<file path="src/rtl/mac_quant_pkg.sv">
// Shared widths, FSM encoding and saturation helper for the beam quantiser / power block.
// Optional per-packet clip counter is enabled by defining MAC_QUANT_SAT_CNT_EN.
package mac_quant_pkg;

    localparam int IW      = 48;
    localparam int OW      = 16;
    localparam int SHIFT_W = 6;
    localparam int CNT_W   = 12;
    localparam int PW      = 40;
    localparam int SH_MAX  = IW - OW;

    // Output range expressed in the IW+1 rounding width so compares need no extension.
    localparam logic signed [IW:0] LIM_HI = (IW+1)'(2**(OW-1) - 1);
    localparam logic signed [IW:0] LIM_LO = ~LIM_HI;

    typedef enum logic [1:0] {IDLE, ACC, REPORT} pwr_st_t;

    // Returns {clip, y}.
    function automatic logic [OW:0] sat_q(input logic signed [IW:0] v);
        if (v > LIM_HI)
            return {1'b1, LIM_HI[OW-1:0]};
        else if (v < LIM_LO)
            return {1'b1, LIM_LO[OW-1:0]};
        else
            return {1'b0, v[OW-1:0]};
    endfunction

endpackage

</file>
<file path="src/rtl/mac_round_sat.sv">
// One I or Q component: stage 1 round-half-up and arithmetic shift, stage 2 saturate.
module mac_round_sat
    import mac_quant_pkg::*;
(
    input  logic               i_clk,
    input  logic               i_rst_n,
    input  logic [IW-1:0]      i_x,
    input  logic [SHIFT_W-1:0] i_sh,
    output logic [OW-1:0]      o_y,
    output logic               o_clip
);

    logic [IW:0]        w_rnd;
    logic [IW:0]        w_sum;
    logic [OW:0]        w_q;
    logic signed [IW:0] r_s1;

    // One extra bit of headroom so the rounding add never wraps.
    always_comb begin
        w_rnd = '0;
        if (i_sh != '0)
            w_rnd = (IW+1)'(1) << (i_sh - SHIFT_W'(1));
        w_sum = {i_x[IW-1], i_x} + w_rnd;
    end

    assign w_q = sat_q(r_s1);

    always_ff @(posedge i_clk or negedge i_rst_n) begin
        if (!i_rst_n) begin
            r_s1   <= '0;
            o_y    <= '0;
            o_clip <= 1'b0;
        end else begin
            r_s1   <= $signed(w_sum) >>> i_sh;
            o_y    <= w_q[OW-1:0];
            o_clip <= w_q[OW];
        end
    end

endmodule

</file>
<file path="src/rtl/mac_quant_pwr.sv">
// Quantises the 48-bit I/Q beam stream to 16-bit {I,Q} and reports per-packet power.
// Define MAC_QUANT_SAT_CNT_EN to report a per-packet clipped-sample count on o_sat_cnt.
module mac_quant_pwr
    import mac_quant_pkg::*;
(
    input  logic               i_clk,
    input  logic               i_rst_n,
    input  logic [IW-1:0]      i_data_i,
    input  logic [IW-1:0]      i_data_q,
    input  logic               i_tvalid,
    input  logic               i_sop,
    input  logic               i_eop,
    input  logic [SHIFT_W-1:0] i_shift,
    output logic [2*OW-1:0]    o_data,
    output logic               o_tvalid,
    output logic               o_sop,
    output logic               o_eop,
    output logic               o_sat,
    output logic [PW-1:0]      o_pwr,
    output logic [CNT_W-1:0]   o_pwr_cnt,
    output logic               o_pwr_valid,
    output logic               o_err,
    output logic [CNT_W-1:0]   o_sat_cnt
);

    logic [SHIFT_W-1:0]     r_sh, w_sh_in, w_sh_eff;
    logic [2:1]             r_vld_pipe, r_sop_pipe, r_eop_pipe;
    logic [OW-1:0]          w_i, w_q;
    logic                   w_clip_i, w_clip_q;
    logic signed [2*OW-1:0] w_sq_i, w_sq_q;
    logic                   r_s3_vld, r_s3_sop, r_s3_eop;
    logic [2*OW:0]          r_s3_sq;
    logic [PW-1:0]          w_sq_ext;
    logic [PW:0]            w_acc_sum;
    logic                   w_start;
    pwr_st_t                r_st;
    logic [PW-1:0]          r_acc;
    logic [CNT_W-1:0]       r_cnt;

    // The sop beat itself already uses its own (clamped) shift.
    always_comb begin
        w_sh_in  = (i_shift > SHIFT_W'(SH_MAX)) ? SHIFT_W'(SH_MAX) : i_shift;
        w_sh_eff = (i_tvalid && i_sop) ? w_sh_in : r_sh;
    end

    always_ff @(posedge i_clk or negedge i_rst_n) begin
        if (!i_rst_n) begin
            r_sh       <= '0;
            r_vld_pipe <= '0;
            r_sop_pipe <= '0;
            r_eop_pipe <= '0;
        end else begin
            r_sh       <= w_sh_eff;
            r_vld_pipe <= {r_vld_pipe[1], i_tvalid};
            r_sop_pipe <= {r_sop_pipe[1], i_tvalid & i_sop};
            r_eop_pipe <= {r_eop_pipe[1], i_tvalid & i_eop};
        end
    end

    mac_round_sat u_rs_i (
        .i_clk   (i_clk),
        .i_rst_n (i_rst_n),
        .i_x     (i_data_i),
        .i_sh    (w_sh_eff),
        .o_y     (w_i),
        .o_clip  (w_clip_i)
    );

    mac_round_sat u_rs_q (
        .i_clk   (i_clk),
        .i_rst_n (i_rst_n),
        .i_x     (i_data_q),
        .i_sh    (w_sh_eff),
        .o_y     (w_q),
        .o_clip  (w_clip_q)
    );

    assign o_data   = {w_i, w_q};
    assign o_tvalid = r_vld_pipe[2];
    assign o_sop    = r_sop_pipe[2];
    assign o_eop    = r_eop_pipe[2];
    assign o_sat    = r_vld_pipe[2] & (w_clip_i | w_clip_q);

    assign w_sq_i    = $signed(w_i) * $signed(w_i);
    assign w_sq_q    = $signed(w_q) * $signed(w_q);
    assign w_sq_ext  = {{(PW-2*OW-1){1'b0}}, r_s3_sq};
    assign w_acc_sum = {1'b0, r_acc} + {1'b0, w_sq_ext};
    assign w_start   = r_s3_vld & r_s3_sop;

    always_ff @(posedge i_clk or negedge i_rst_n) begin
        if (!i_rst_n) begin
            r_s3_vld <= 1'b0;
            r_s3_sop <= 1'b0;
            r_s3_eop <= 1'b0;
            r_s3_sq  <= '0;
        end else begin
            r_s3_vld <= o_tvalid;
            r_s3_sop <= o_sop;
            r_s3_eop <= o_eop;
            r_s3_sq  <= {1'b0, w_sq_i} + {1'b0, w_sq_q};
        end
    end

    // REPORT publishes the finished packet while a new sop in the same cycle restarts cleanly.
    always_ff @(posedge i_clk or negedge i_rst_n) begin
        if (!i_rst_n) begin
            r_st        <= IDLE;
            r_acc       <= '0;
            r_cnt       <= '0;
            o_pwr       <= '0;
            o_pwr_cnt   <= '0;
            o_pwr_valid <= 1'b0;
            o_err       <= 1'b0;
        end else begin
            o_pwr_valid <= 1'b0;
            o_err       <= 1'b0;
            if (r_st == REPORT) begin
                o_pwr_valid <= 1'b1;
                o_pwr       <= r_acc;
                o_pwr_cnt   <= r_cnt;
            end
            if (w_start) begin
                o_err <= (r_st == ACC);
                r_acc <= w_sq_ext;
                r_cnt <= CNT_W'(1);
                r_st  <= r_s3_eop ? REPORT : ACC;
            end else if (r_s3_vld && r_st == ACC) begin
                r_acc <= w_acc_sum[PW] ? '1 : w_acc_sum[PW-1:0];
                r_cnt <= (&r_cnt) ? r_cnt : r_cnt + CNT_W'(1);
                if (r_s3_eop)
                    r_st <= REPORT;
            end else begin
                if (r_s3_vld && r_s3_eop)
                    o_err <= 1'b1;
                if (r_st == REPORT)
                    r_st <= IDLE;
            end
        end
    end

`ifdef MAC_QUANT_SAT_CNT_EN
    logic             r_s3_sat;
    logic [CNT_W-1:0] r_sat_cnt;

    always_ff @(posedge i_clk or negedge i_rst_n) begin
        if (!i_rst_n) begin
            r_s3_sat  <= 1'b0;
            r_sat_cnt <= '0;
            o_sat_cnt <= '0;
        end else begin
            r_s3_sat <= o_sat;
            if (r_st == REPORT)
                o_sat_cnt <= r_sat_cnt;
            if (w_start)
                r_sat_cnt <= {{(CNT_W-1){1'b0}}, r_s3_sat};
            else if (r_s3_vld && r_st == ACC && r_s3_sat && !(&r_sat_cnt))
                r_sat_cnt <= r_sat_cnt + CNT_W'(1);
        end
    end
`else
    assign o_sat_cnt = '0;
`endif

endmodule

</file>
<file path="config.mk">
export PLATFORM = sky130hd
export DESIGN_NAME = mac_quant_pwr
export DESIGN_NICKNAME = d
export VERILOG_FILES = /design/src/rtl/mac_quant_pkg.sv /design/src/rtl/mac_round_sat.sv /design/src/rtl/mac_quant_pwr.sv
export SDC_FILE = /design/constraint.sdc
export NUM_CORES = 2
export LEC_CHECK = 0
export BUFFER_PORTS_ARGS = -buffer_cell sky130_fd_sc_hd__buf_2
export CAP_MARGIN = 20
export CORE_MARGIN = 1
export CORE_UTILIZATION = 51
export DETAILED_ROUTE_END_ITERATION = 7
export PLACE_DENSITY = 0.68
export SYNTH_ARGS = -nofsm -noshare
export SYNTH_HDL_FRONTEND = slang
export SYNTH_SLANG_ARGS = --single-unit
export TNS_END_PERCENT = 20
</file>
<file path="constraint.sdc">
create_clock -name i_clk -period 9.32 [get_ports i_clk]
set_clock_uncertainty 0.2 [all_clocks]
set_input_delay 0.932 -clock i_clk [delete_from_list [all_inputs] [get_ports i_clk]]
set_output_delay 0.932 -clock i_clk [all_outputs]
set_load 0.02 [all_outputs]
</file>
* Yosys cells after proc, flatten, opt, wreduce, memory -nomap -nowiden
Index checks and enable logic that the tools add are counted.
** Cells by class
- Add/sub/neg operators :: 6
- Multiply operators :: 2
- Magnitude comparators :: 5
- Equal/unequal tests :: 4
- Shifts and indexed selects :: 3
- Multiplexer cells :: 22
- Bitwise operators :: 5
- Reduce and logical (&&, ||, !) cells :: 9
** Operators with widths (count)
- $mux 40 :: 3
- $add 49x49->49 :: 2
- $gt 49x16->1 const B :: 2
- $lt 49x16->1 const B :: 2
- $sshr 49x6->49 :: 2
- $mux 17 :: 4
- $mul 16x16->32 :: 2
- $mux 49 :: 1
- $shl 1x6->49 const A :: 1
- $add 40x33->41 :: 1
- $mux 12 :: 3
- $add 32x32->33 :: 1
- $add 12x1->12 const B :: 1
- $mux 6 :: 2
- $reduce_and 12->1 :: 1
- $mux 2 :: 5
- $gt 6x6->1 const B :: 1
- $reduce_bool 6->1 :: 1
- $sub 6x1->6 const B :: 1
- $and 1x1->1 :: 4
- $mux 1 :: 4
- $reduce_and 2->1 :: 2
- $logic_and 1x1->1 :: 3
- $ne 3x3->1 const B :: 1
- 6 further kinds :: 6
** Word-level totals
- Bits in registers :: 288
- Bits of input ports :: 107
- Output and inout port bits :: 102
- Word-level logic and storage cells :: 77

* Depth between registers and ports, before layout
- Depth after elaboration :: 8
- Gate-level depth with buffers :: 36
- Mapped depth without buffers :: 35

* By module
From an unflattened synthesis, not the netlist that was laid out.
** Second synthesis, totals
- Cells, all modules :: 5482
- Area total of the unflattened synthesis :: 46702.3 um2
** Modules (own cells, without submodules)
- mac_quant_pwr :: times used 1, cells an instance 2887, area an instance 27013.4 um2, seq. area each 3903.7 um2
- mac_round_sat at u_rs_i :: times used 1, cells an instance 1289, area an instance 9924.5 um2, seq. area each 1651.6 um2
- mac_round_sat at u_rs_q :: times used 1, cells an instance 1306, area an instance 9764.4 um2, seq. area each 1651.6 um2

* Least setup slack after synthesis
Ideal clock, no wire load.
- Kind :: register to register
- Start point :: reg u_rs_i.o_y[1]
- End point :: reg r_s3_sq[31]
- Library setup time :: 0.080 ns
- Data arrival time :: 7.627 ns
- Required time :: 9.040 ns
- Setup slack :: 1.413 ns
- Cell stages (with the launch flop) :: 31
- Buffers on the path :: 2
- Period minus slack after synthesis :: 7.907 ns
- Cell sequence :: dfrtp_1 -> clkbuf_1 -> clkbuf_1 -> nand2_1 -> fa_1 -> fa_1 -> fa_1 -> inv_1 -> fa_1 -> fa_1 -> inv_1 -> fa_1 -> inv_1 -> ha_1 -> nand3_1 -> nor3_1 -> a211oi_1 -> o31a_1 -> o21a_1 -> a311oi_1 -> o21a_1 -> o21a_1 -> o41a_1 -> a21o_1 -> a21oi_1 -> xnor2_1 -> ha_1 -> a211o_1 -> or3_1 -> a21oi_1 -> xnor2_1
** Between the ends
- Cells in the longest elaborated chain, start to end :: 2
** Ends and longest elaborated chain
- start, declared :: line mac_round_sat.sv:9 : output logic [OW-1:0] o_y,
- start signal, assigned :: line mac_round_sat.sv:35 : o_y <= w_q[OW-1:0];
- $mul 16x16->32 :: line mac_quant_pwr.sv:84 : assign w_sq_i = $signed(w_i) * $signed(w_i);
- $add 32x32->33 :: line mac_quant_pwr.sv:100 : r_s3_sq <= {1'b0, w_sq_i} + {1'b0, w_sq_q};
- end signal, assigned :: line mac_quant_pwr.sv:100
- end, declared :: line mac_quant_pwr.sv:32 : logic [2*OW:0] r_s3_sq;
No other way between the ends.
A chain may end at the register's enable or synchronous reset.

* Final worst setup path
- Start point :: reg u_rs_q.o_y[15]
- End point :: reg r_s3_sq[30]
** Between the ends
- Cells in the longest elaborated chain, start to end :: 2
** Ends and longest elaborated chain
- start, declared :: line mac_round_sat.sv:9
- start signal, assigned :: line mac_round_sat.sv:35
- $mul 16x16->32 :: line mac_quant_pwr.sv:85 : assign w_sq_q = $signed(w_q) * $signed(w_q);
- $add 32x32->33 :: line mac_quant_pwr.sv:100
No other way between the ends.

==> impl_results.md <==
* Die Wd at between 200 and 300 microns
* Sequential element share of the synthesized area at 16.4%
* Total Routed Length at 137 mm
* IO Count at ~210
* CTS root buffer: clkbuf_16
* Post-Syn Instances at 5,270
* Num Clock Sinks at ~290
* Yosys warnings at 0
* Final setup TNS at 0 ps
* Net count, final at 6,272
* Max transition margin at approximately a fifth
* Antenna Nets Post-Route at 0
* Largest net degree at the start of global routing at 101
* Synth async-reset ratio at 100%
* Most used flip-flop cell after synthesis: dfrtp_1
* Worst slack, placed at just over 900 ps
* GR Util All Layers at between 30% and 40%
* Min Clock Period, post-route at 8470 ps
* Critical path class: reg2reg
* CP max FO at 18
* Chip height at 295 microns
* H-tree depth at 2
* Register bit total from synthesis at around 290
* # rows at 107
* Share of layout cells above drive strength 1 at 9.16%
* Crit end category: register
* Worst endpoint required time at 9560 ps
* Starting density of the core at between 50% and 60%
* DP Area at 46,100 sq um
* Via count at roughly 39,000
* Worst R2R Start: u_rs_q.o_y[15]
* Reg2reg path depth at 29
* Total die area at approximately 87,000 sq um
* Clk_lat worst skew at 550 ps
* Finished Cell Area at between 40,000 and 50,000 sq um
* First-pass GRT wire length at 215 mm
* Hold_buf cts at 0
* Max-slew violations at 0
* Netlist cell types at 101
* Unrepaired setup endpoints after global routing: no
* Cell area after synthesis at 43,900 sq um
* Vias in the first global route at 38,800
* Max Freq at approximately 120 MHz
* Drt first-iter violations at just under 3,000
* Initial antenna violation count at 0
* Gpl congestion at between 1 and 1.5
* # Max-Cap Violations at 0
* CTS buffer count at 34
* Slowest Stage Delay on Critical Path at 720 ps
* Syn Area/Cell at 8.34 sq um
* Least-Margin Pin Slew at 1200 ps
* CP dominant cell by count: fa_1
* DR vias/cell at 5.94
* Cts repair resizes at 0
* CTS tree: yes
* Postcts setup bufs at 0
* Final period util at between 90 and 100%
* Total gr overflow at 0
* Final Hold Viols at 0
* Core ar. at 85,300 sq um
* Fillers at 7,977
* Outcome: finished, final reports clean
* Crit-path slowest cell: fa_1
* Crit start category: register
* Reg2reg setup slack at 850 ps
* Number of remaining DRC errors at 0
* Routed WL per cell at 20.9 microns
* Post-synth EDFFs at 0
* Dpl hpwl at roughly 110 mm
* Final WS setup at 851 ps
* Final setup viols at 0
* TritonRoute pass-1 iters at 7
* Commonest cells after routing, fill and taps aside: inv_1 (726), nand2_1 (531), fa_1 (481), nor2_1 (411), ha_1 (335)
* I/O Buffers at 196
* Hold Path Class: in2async
* Most common cell after layout, fill and taps aside: inv_1
* Synth-to-Final Area Change at 7.62%
* CP arrival at 8710 ps
* Clock slew at reported path FFs at 60 ps
* FF-to-FF End: r_s3_sq[30]
* CTS Buffer Depth at 3
==> cells in the mapped netlist (11+ instances only) <==
| library cell | count | share of area, % |
|---|---|---|
| o21a_1 | 49 | 0.84 |
| xnor2_1 | 146 | 2.9 |
| mux2_2 | 77 | 2.0 |
| a311oi_1 | 18 | 0.36 |
| and2_1 | 115 | 1.6 |
| nand4_1 | 61 | 0.87 |
| buf_1 | 30 | 0.26 |
| o21bai_1 | 34 | 0.58 |
| o31ai_1 | 31 | 0.53 |
| nand3_1 | 93 | 1.1 |
| or3_1 | 31 | 0.44 |
| nor3_1 | 93 | 1.1 |
| a21o_1 | 110 | 1.9 |
| a221o_1 | 13 | 0.30 |
| o221ai_1 | 21 | 0.42 |
| o21ai_0 | 221 | 2.5 |
| ha_1 | 335 | 9.5 |
| dfrtp_1 | 288 | 16 |
| nor3b_1 | 12 | 0.21 |
| o22ai_1 | 54 | 0.77 |
| nor2_1 | 412 | 3.5 |
| mux2i_1 | 86 | 2.0 |
| a21oi_1 | 319 | 3.6 |
| nor2b_1 | 37 | 0.53 |
| fa_1 | 481 | 22 |
| a211o_1 | 18 | 0.36 |
| clkbuf_1 | 205 | 1.8 |
| and3_1 | 35 | 0.50 |
| o31a_1 | 13 | 0.26 |
| inv_1 | 729 | 6.2 |
| buf_4 | 12 | 0.21 |
| a221oi_1 | 11 | 0.22 |
| a211oi_1 | 63 | 1.1 |
| nor4_1 | 29 | 0.41 |
| nand2b_1 | 31 | 0.44 |
| o211ai_1 | 63 | 1.1 |
| or2_2 | 15 | 0.21 |
| a31oi_1 | 58 | 0.83 |
| xor2_1 | 61 | 1.2 |
| nand2_1 | 531 | 4.5 |
| o21ai_1 | 36 | 0.41 |
==> worst max-delay path: cells and delay by family, from the launching register on <==
kind / cells / cell delay, ps
AO/OA/AOI/OAI: 10 / 2490
XOR/XNOR: 1 / 110
adder cells (fa/ha/maj): 8 / 3900
buffers and inverters: 6 / 930
flip-flops: 1 / 360
AND/OR/NAND/NOR: 4 / 390
==> kinds of logic after synthesis <==
| family | count (synthesis) | synth area share (%) |
|---|---|---|
| AO/OA/AOI/OAI | 1276 | 19.2 |
| XOR/XNOR | 207 | 4.13 |
| adder cells (fa/ha/maj) | 816 | 31.5 |
| buffers and inverters | 989 | 8.58 |
| flip-flops | 288 | 16.4 |
| multiplexers | 168 | 4.19 |
| other | 1 | 0.00854 |
| AND/OR/NAND/NOR | 1525 | 16.0 |
==> through the flow <==
| stage | hold slack, ps | std cells | util, % |
|---|---|---|---|
| after floorplan | 131 | 5281 | - |
| after global placement | 134 | 6456 | 54.1 |
| after detailed placement | 135 | 6456 | 54.1 |
| after CTS | 152 | 6515 | 55.4 |
| after global routing | 167 | 6516 | 55.4 |
| final | 129 | 6517 | 55.4 |
==> routing by layer <==
metal / global-route usage [%] / routed length [microns] / up-vias
li1: - / - / 18100
met1: 38.1 / 53800 / 18800
met2: 55.1 / 66700 / 1439
met3: 3.06 / 7100 / 390
met4: 18.1 / 8940 / 0
met5: 0 / 0 / -
==> state kept, by name, indices dropped and copies added (netlist names), 2 cells and up <==
register,flops
r_cnt,12
u_rs_q.o_y,16
r_eop_pipe,2
r_acc,40
o_pwr,40
r_s3_sq,33
u_rs_i.o_y,16
u_rs_q.r_s1,49
u_rs_i.r_s1,49
r_sop_pipe,2
o_pwr_cnt,12
r_vld_pipe,2
r_st,2
r_sh,6
==> area by class of cell <==
class,instances,area (sq um),area share [%]
Tap cell,1144,1430,3.03
Clock inverter,14,194,0.410
Sequential cell,288,7210,15.2
Clock buffer,45,932,1.97
Inverter,732,2750,5.82
Multi-Input combinational cell,4004,33100,69.9
Antenna cell,1,2.50,0.00529
Timing Repair Buffer,289,1700,3.60
==> worst max-delay path by stage <==
stage | cells past startpoint | endpoint | startpoint
floorplan | 30 | r_s3_sq[31] | u_rs_i.o_y[1]
global placement | 29 | r_s3_sq[30] | u_rs_q.o_y[15]
detailed placement | 30 | r_s3_sq[28] | u_rs_q.o_y[15]
CTS | 30 | r_s3_sq[28] | u_rs_q.o_y[15]
global route | 29 | r_s3_sq[32] | u_rs_q.o_y[15]
finish | 29 | r_s3_sq[30] | u_rs_q.o_y[15]
Power is left out: the tool's default activity adds up to more than one toggle a clock period on the data nets, which glitch-free logic cannot reach.
